[config.mk]
export PLATFORM = sky130hd
export DESIGN_NAME = shift_left_sequential
export DESIGN_NICKNAME = d
export VERILOG_FILES = /design/src/rtl/shl_pkg.sv /design/src/rtl/multiplexer_2to1.sv /design/src/rtl/shift_left_stage.sv /design/src/rtl/shift_left_sequential.sv
export SDC_FILE = /design/constraint.sdc
export NUM_CORES = 1
export LEC_CHECK = 0
export ABC_AREA = 1
export CORE_MARGIN = 10
export CORE_UTILIZATION = 25
export DETAILED_ROUTE_END_ITERATION = 16
export GPL_TIMING_DRIVEN = 0
export PLACE_DENSITY = 0.49
export SYNTH_ARGS = -nofsm -noshare
export SYNTH_HDL_FRONTEND = slang
export SYNTH_HIERARCHICAL = 1
export SYNTH_SLANG_ARGS = --single-unit
[constraint.sdc]
create_clock -name clk -period 1.8 [get_ports clk]
set_input_delay 0.27 -clock clk [delete_from_list [all_inputs] [get_ports clk]]
set_output_delay 0.27 -clock clk [all_outputs]
set_load 0.01 [all_outputs]
[src/rtl/shl_pkg.sv]
// Shared types and constants for the sequential left shifter/rotator.
package shl_pkg;

    localparam int unsigned WIDTH  = 16;
    localparam int unsigned STAGES = 4;
    localparam int unsigned SEL_W  = 2;

    typedef enum logic [1:0] {
        IDLE  = 2'd0,
        SHIFT = 2'd1,
        DONE  = 2'd2
    } shl_state_t;

    localparam logic OP_SLL = 1'b0;
    localparam logic OP_ROL = 1'b1;

endpackage

[src/rtl/multiplexer_2to1.sv]
// Generic two-input multiplexer cell: y = sel ? b : a.
module multiplexer_2to1 #(
    parameter int unsigned WIDTH = 1
) (
    input  logic [WIDTH-1:0] a,
    input  logic [WIDTH-1:0] b,
    input  logic             sel,
    output logic [WIDTH-1:0] y
);

    assign y = sel ? b : a;

endmodule

[src/rtl/shift_left_stage.sv]
// One conditional left shift/rotate by 2^Sel, built from 2:1 mux cells.
module shift_left_stage
    import shl_pkg::*;
(
    input  logic [WIDTH-1:0] In,
    input  logic             Cnt,
    input  logic             Op,
    input  logic [SEL_W-1:0] Sel,
    output logic [WIDTH-1:0] Out
);

    logic [STAGES-1:0][WIDTH-1:0] cand;
    logic [WIDTH-1:0]             amt_lo;
    logic [WIDTH-1:0]             amt_hi;
    logic [WIDTH-1:0]             shifted;
    logic                         is_rol;

    assign is_rol = (Op == OP_ROL);

    // Candidate result for each barrel amount, fill chosen by the op.
    for (genvar j = 0; j < STAGES; j++) begin : g_amt
        localparam int unsigned AMT = 1 << j;
        logic [WIDTH-1:0] sll_v;
        logic [WIDTH-1:0] rol_v;

        assign sll_v = In << AMT;
        assign rol_v = (In << AMT) | (In >> (WIDTH - AMT));

        multiplexer_2to1 #(.WIDTH(WIDTH)) u_op (
            .a   (sll_v),
            .b   (rol_v),
            .sel (is_rol),
            .y   (cand[j])
        );
    end

    multiplexer_2to1 #(.WIDTH(WIDTH)) u_sel_lo (
        .a   (cand[0]),
        .b   (cand[1]),
        .sel (Sel[0]),
        .y   (amt_lo)
    );

    multiplexer_2to1 #(.WIDTH(WIDTH)) u_sel_hi (
        .a   (cand[2]),
        .b   (cand[3]),
        .sel (Sel[0]),
        .y   (amt_hi)
    );

    multiplexer_2to1 #(.WIDTH(WIDTH)) u_sel (
        .a   (amt_lo),
        .b   (amt_hi),
        .sel (Sel[1]),
        .y   (shifted)
    );

    multiplexer_2to1 #(.WIDTH(WIDTH)) u_en (
        .a   (In),
        .b   (shifted),
        .sel (Cnt),
        .y   (Out)
    );

endmodule

[src/rtl/shift_left_sequential.sv]
// Multi-cycle 16-bit left shifter/rotator, one barrel stage per clock.
// Define SHL_EARLY_DONE_EN to finish as soon as no higher count bits remain.
module shift_left_sequential
    import shl_pkg::*;
(
    input  logic             clk,
    input  logic             rst,
    input  logic             start,
    input  logic [WIDTH-1:0] In,
    input  logic [3:0]       Cnt,
    input  logic             Op,
    output logic [WIDTH-1:0] Out,
    output logic             busy,
    output logic             done
);

    shl_state_t       state, state_nxt;
    logic [SEL_W-1:0] k, k_nxt;
    logic [WIDTH-1:0] work, work_nxt;
    logic [3:0]       cnt_q, cnt_nxt;
    logic             op_q, op_nxt;
    logic [WIDTH-1:0] out_nxt;
    logic             busy_nxt;
    logic             done_nxt;
    logic [WIDTH-1:0] stage_out;
    logic             last_stage;

    shift_left_stage u_stage (
        .In  (work),
        .Cnt (cnt_q[k]),
        .Op  (op_q),
        .Sel (k),
        .Out (stage_out)
    );

`ifdef SHL_EARLY_DONE_EN
    logic [3:0] cnt_rem;
    // Remaining count bits above the current stage; none left means finished.
    assign cnt_rem    = cnt_q >> (3'(k) + 3'd1);
    assign last_stage = (k == SEL_W'(STAGES - 1)) || (cnt_rem == 4'd0);
`else
    assign last_stage = (k == SEL_W'(STAGES - 1));
`endif

    always_ff @(posedge clk) begin
        if (rst) begin
            state <= IDLE;
            k     <= '0;
            work  <= '0;
            cnt_q <= '0;
            op_q  <= OP_SLL;
            Out   <= '0;
            busy  <= 1'b0;
            done  <= 1'b0;
        end else begin
            state <= state_nxt;
            k     <= k_nxt;
            work  <= work_nxt;
            cnt_q <= cnt_nxt;
            op_q  <= op_nxt;
            Out   <= out_nxt;
            busy  <= busy_nxt;
            done  <= done_nxt;
        end
    end

    always_comb begin
        state_nxt = state;
        k_nxt     = k;
        work_nxt  = work;
        cnt_nxt   = cnt_q;
        op_nxt    = op_q;
        out_nxt   = Out;
        busy_nxt  = 1'b0;
        done_nxt  = 1'b0;

        case (state)
            IDLE, DONE: begin
                if (start) begin
                    work_nxt  = In;
                    cnt_nxt   = Cnt;
                    op_nxt    = Op;
                    k_nxt     = '0;
                    state_nxt = SHIFT;
                    busy_nxt  = 1'b1;
                end else if (state == DONE) begin
                    state_nxt = IDLE;
                end
            end
            SHIFT: begin
                work_nxt = stage_out;
                if (last_stage) begin
                    out_nxt   = stage_out;
                    k_nxt     = '0;
                    state_nxt = DONE;
                    done_nxt  = 1'b1;
                end else begin
                    k_nxt    = k + SEL_W'(1);
                    busy_nxt = 1'b1;
                end
            end
            default: begin
                state_nxt = IDLE;
            end
        endcase
    end

endmodule

* Yosys cells after proc, flatten, opt, wreduce, memory -nomap -nowiden *
Index checks and enable logic that the tools add are counted.

cells by class
  $add $sub $neg = 1
  order comparisons = 1
  equality and inequality tests = 6
  multiplexer cells = 23
  bitwise logic cells = 5
  reduce and logical (&&, ||, !) cells = 8

operators with widths
  operator             count
  $mux 16              9
  $pmux 16 s2          1
  $or 16x1->16         1
  $or 16x2->16         1
  $or 16x4->16         1
  $or 16x8->16         1
  $mux 2               5
  $pmux 2 s2           2
  $reduce_and 2->1     4
  $eq 2x2->1 const B   2
  $mux 1               4
  $ne 2x2->1 const B   2
  $reduce_or 2->1      2
  $lt 2x3->1 const B   1
  $ne 3x3->1 const B   1
  $add 2x1->2 const B  1
  $bmux 1 s2           1
  $eq 2x1->1 const B   1
  $logic_not 2->1      1
  $pmux 1 s2           1
  $reduce_bool 2->1    1
  $not 1->1            1

word-level totals
  register bits = 43
  bits of input ports = 24
  output and inout bits = 18
  word-level logic and storage cells = 52

* Longest topological paths before layout *
Gate-level depths: netlist of the first run.

  depth in word-level cells = 6
  mapped depth = 17
  gate-level depth less buffers = 15

* Modules after synthesis *
Netlist of the first run, hierarchy kept.

modules (own cells, without submodules)
  module                 times used  cells an instance  area each (um2)
  shift_left_sequential  1           266                2013.2
  multiplexer_2to1       8           52                 244.0
  shift_left_stage       1           1                  3.8

* Worst setup path before layout of the first run *
No wires, ideal clock.

  path type = flip-flop to flip-flop
  start point = register op_q
  end point = register work[4]
  library setup time = 0.118 ns
  data arrival time = 1.426 ns
  data required time = 1.682 ns
  setup slack = 0.256 ns
  cell stages (with the launch flop) = 18
  path buffers = 2
  cells stage by stage = dfxtp_1 -> buf_6 -> inv_6 -> buf_12 -> nand2_2 -> nand2_1 -> nand2_2 -> nand2_1 -> nand2_2 -> nand2_1 -> nand2_1 -> nand2_1 -> inv_1 -> nand3_1 -> nand2_1 -> inv_1 -> nand2_1 -> nor2_1

RTL lines
  what                    line                         RTL
  start, declared         shift_left_sequential.sv:21  logic op_q, op_nxt;
  start signal, assigned  shift_left_sequential.sv:60  op_q <= op_nxt;
  end signal, assigned    shift_left_sequential.sv:58  work <= work_nxt;
  end, declared           shift_left_sequential.sv:19  logic [WIDTH-1:0] work, work_nxt;

==> flow_metrics.py, run 1 <==
metrics = {
    "floorplanning": {
        "die_x_um": 146.0,
        "coreArea_mm2": 0.01537,
        "num_rows": 45,
        "die_h_um": 146.0,
        "num_io_pins": 42,
        "die-area_mm2": 0.02131,
        "start_util_pct": 25.82,
    },
    "sta": {
        "fin_crit_ns": 1.672,
        "slew_headroom_pct": 65.12,
        "hold_slack_ns": 0.4624,
        "clock-skew-final_ns": 0.004948,
        "fin_crit_sh_pct": 92.88,
        "hold_violations": 0,
        "fmax_ghz": 0.5981,
        "rsz0062_at_grt": "true",
        "setup_viol": 0,
        "drv_slew": 0,
        "worst_pin_slew_ns": 0.5225,
    },
    "synth": {
        "syn_inst": 683,
        "muxShareOfSynthArea_pct": 0,
        "synth-seq-cells": 43,
        "ys_warn_count": 6,
        "synth.distinct_cells": 25,
        "yosys.area_share.simple_pct": 56.27,
        "syn_area_mm2": 0.003969,
        "synthAdderAreaFrac_pct": 0.3153,
        "synth_xor_area_share_pct": 0,
        "synth_top_family_by_area": "simple AND/OR/NAND/NOR gates",
        "yosysSeqAreaShare_pct": 21.69,
        "avgSynthCellArea_um2": 5.811,
        "synth_compound_area_share_pct": 4.382,
    },
    "cells_and_area": {
        "fin_nets": 783,
        "final_cell_mix": "379 x nand2_1, 49 x nand2_2, 41 x clkdlybuf4s50_1, 37 x dfxtp_1, 32 x nand3_1",
        "layout.area.seq_um2": 873.3,
        "multiInputGateArea_mm2": 0.002506,
        "layout_commonest_cell": "nand2_1",
        "nFillCells": 1742,
        "drive_gt1_share_pct": 19.79,
        "n_antenna_cell": 0,
        "syn2layout_area_growth_pct": 27.49,
    },
    "critical_path": {
        "crit_buf_inv": 5,
        "cp_slowest_cell": "dfxtp_4",
        "cp_common_cell": "nand2_1",
        "critPathKind": "register to register",
        "critPathTopFamily": "simple AND/OR/NAND/NOR gates",
        "path_cells": "buf_12 -> inv_8 -> buf_12 -> nand2_2 -> nand2_1 -> nand2_1 -> nand2_1 -> nand2_1 -> nand2_1 -> nand2_1 -> nand2_1 -> inv_2 -> nand3_1 -> nand2_1 -> inv_1 -> nand2_1 -> nor2_1",
        "endpoint_kind": "register",
        "cp_data_arrival_time_ns": 1.85,
        "startpoint_type": "register",
        "slowest_delay_ns": 0.42,
        "critPathMaxFanout": 10,
        "required_ns": 1.98,
    },
    "cts": {
        "root_buffer": "clkbuf_16",
        "numCtsBuffers": 5,
        "cts_tree": "yes",
        "ctsHoldBuffers": 0,
        "htreeDepth": 2,
        "cts_num_sinks": 43,
        "path_clk_slew_ns": 0.06,
        "clock_latency_ns": 0.28,
        "cts_buffer_depth": 2,
    },
    "pwr": {
        "power.density_mw_per_mm2": 663.2,
        "finalPower_mw": 3.356,
        "ir_worst_vdd_mv": 0.3648,
        "p_leak_nw": 2.616,
    },
    "placement": {
        "port_buffers": 41,
        "dpl.hpwl_um": 9483,
        "place.gp.congestion": 0.7841,
    },
    "route": {
        "drc": 0,
        "final_antenna_net_count": 0,
        "drt_iter0_drc": 303,
        "dr.pass1.iters": 5,
        "drt-vias-per-instance": 4.257,
        "vias": 4125,
        "wl_per_cell_um": 12.66,
        "drt-total-wl_um": 12260,
    },
    "grt": {
        "grt_overflow": 0,
        "antenna_found_initial": 0,
        "grt_pass1_vias": 3934,
        "grt_pass1_wl_um": 20120,
        "grt_max_degree": 13,
        "grt.total_usage_pct": 11.17,
    },
    "status": {
        "status": "finished clean",
    },
    "flow_run": {
        "drv_cap": 0,
    },
    "worst_hold_path": {
        "hp-class": "register to register",
    },
}
[repair_timing]
action,in CTS,in global routing
resized for setup,2,39
endpoints found under the setup margin,9,13
buffers inserted,0,11
pin swaps,0,21
gates cloned,0,3
[sequential cells by signal, summed over array words and instances, names as in the netlist]
register  flops
state         2
Out          16
op_q          1
work         16
cnt_q         4
k             2
busy          1
done          1
[final timing paths]
check	end	startpoint	depth (start not counted)	slack [ns]
min reg2reg	Out[15]	Out[15]	2	0.46
min	Out[15]	Out[15]	2	0.46
max	work[14]	op_q	17	0.13
max reg2reg	work[14]	op_q	17	0.13
[synthesized netlist by cell type (all sizes together)]
library cell,n,area share [%]
nand2,429,43
nand3,34,4.6
ha,1,0.32
conb,1,0.094
a21oi,5,0.63
nor2,31,3.3
nand3b,16,3.0
buf,40,12
o21ai,20,3.4
o21a,2,0.38
inv,46,5.4
dfxtp,43,22
nor3,15,1.9
[per-layer routing]
layer  global-route usage, %  up-vias  share of wire (%)
li1                        -     2210                  -
met1                   15.52     1852                 51
met2                   18.13       63                 44
met3                   2.173        0                5.2
met4                  0.7007        0                  0
met5                       0        -                  0
[stage by stage]
step / TNS, ns / instance area, µm² / worst slack (ns) / utilization (%) / cells
finish: 0 / 5060 / 0.1281 / 32.92 / 969
global route: -0.06545 / 5060 / -0.02560 / 32.92 / 969
CTS: 0 / 4842 / 0.05037 / 31.50 / 956
detailed placement: -0.1409 / 4696 / -0.05306 / 30.55 / 949
global placement: -0.07619 / 4696 / -0.04820 / 30.55 / 949
floorplan: 0 / 4021 / 0.2563 / - / 697
[power by group]
part | internal, mW | switching, mW | total, mW
Sequential | 1.01 | 0.170 | 1.18
Combinational | 0.570 | 0.690 | 1.26
Clock | 0.542 | 0.369 | 0.912
Total | 2.13 | 1.23 | 3.36
[tightest hold or removal path, cell delays in order, from the launching register on]
cell and delay, ns:
dfxtp_1 0.31, nand2_1 0.06, a21oi_1 0.05
[cell type report]
class | count | area share, %
Multi-Input combinational cell | 568 | 49.53
Inverter | 46 | 4.402
Timing Repair Buffer | 55 | 11.23
Clock inverter | 1 | 0.09891
Clock buffer | 6 | 2.745
Sequential cell | 43 | 17.26
Buffer | 39 | 9.520
Tap cell | 211 | 5.218
[cells by family after synthesis]
kind of cell	after synthesis
AND/OR/NAND/NOR	525
AO/OA/AOI/OAI	27
adder cells (fa/ha/maj)	1
buffers and inverters	86
other	1
flip-flops	43
Power figures use the tool's default switching activity.
==> run 2: changes to the inputs <==
--- a/config.mk
+++ b/config.mk
@@ -6,6 +6,7 @@
 export NUM_CORES = 1
 export LEC_CHECK = 0
 export ABC_AREA = 1
+export CAP_MARGIN = 20
 export CORE_MARGIN = 10
 export CORE_UTILIZATION = 25
 export DETAILED_ROUTE_END_ITERATION = 16
==> results of run 2 <==
Final layout, timing and power as in run 1 (identical DEF).
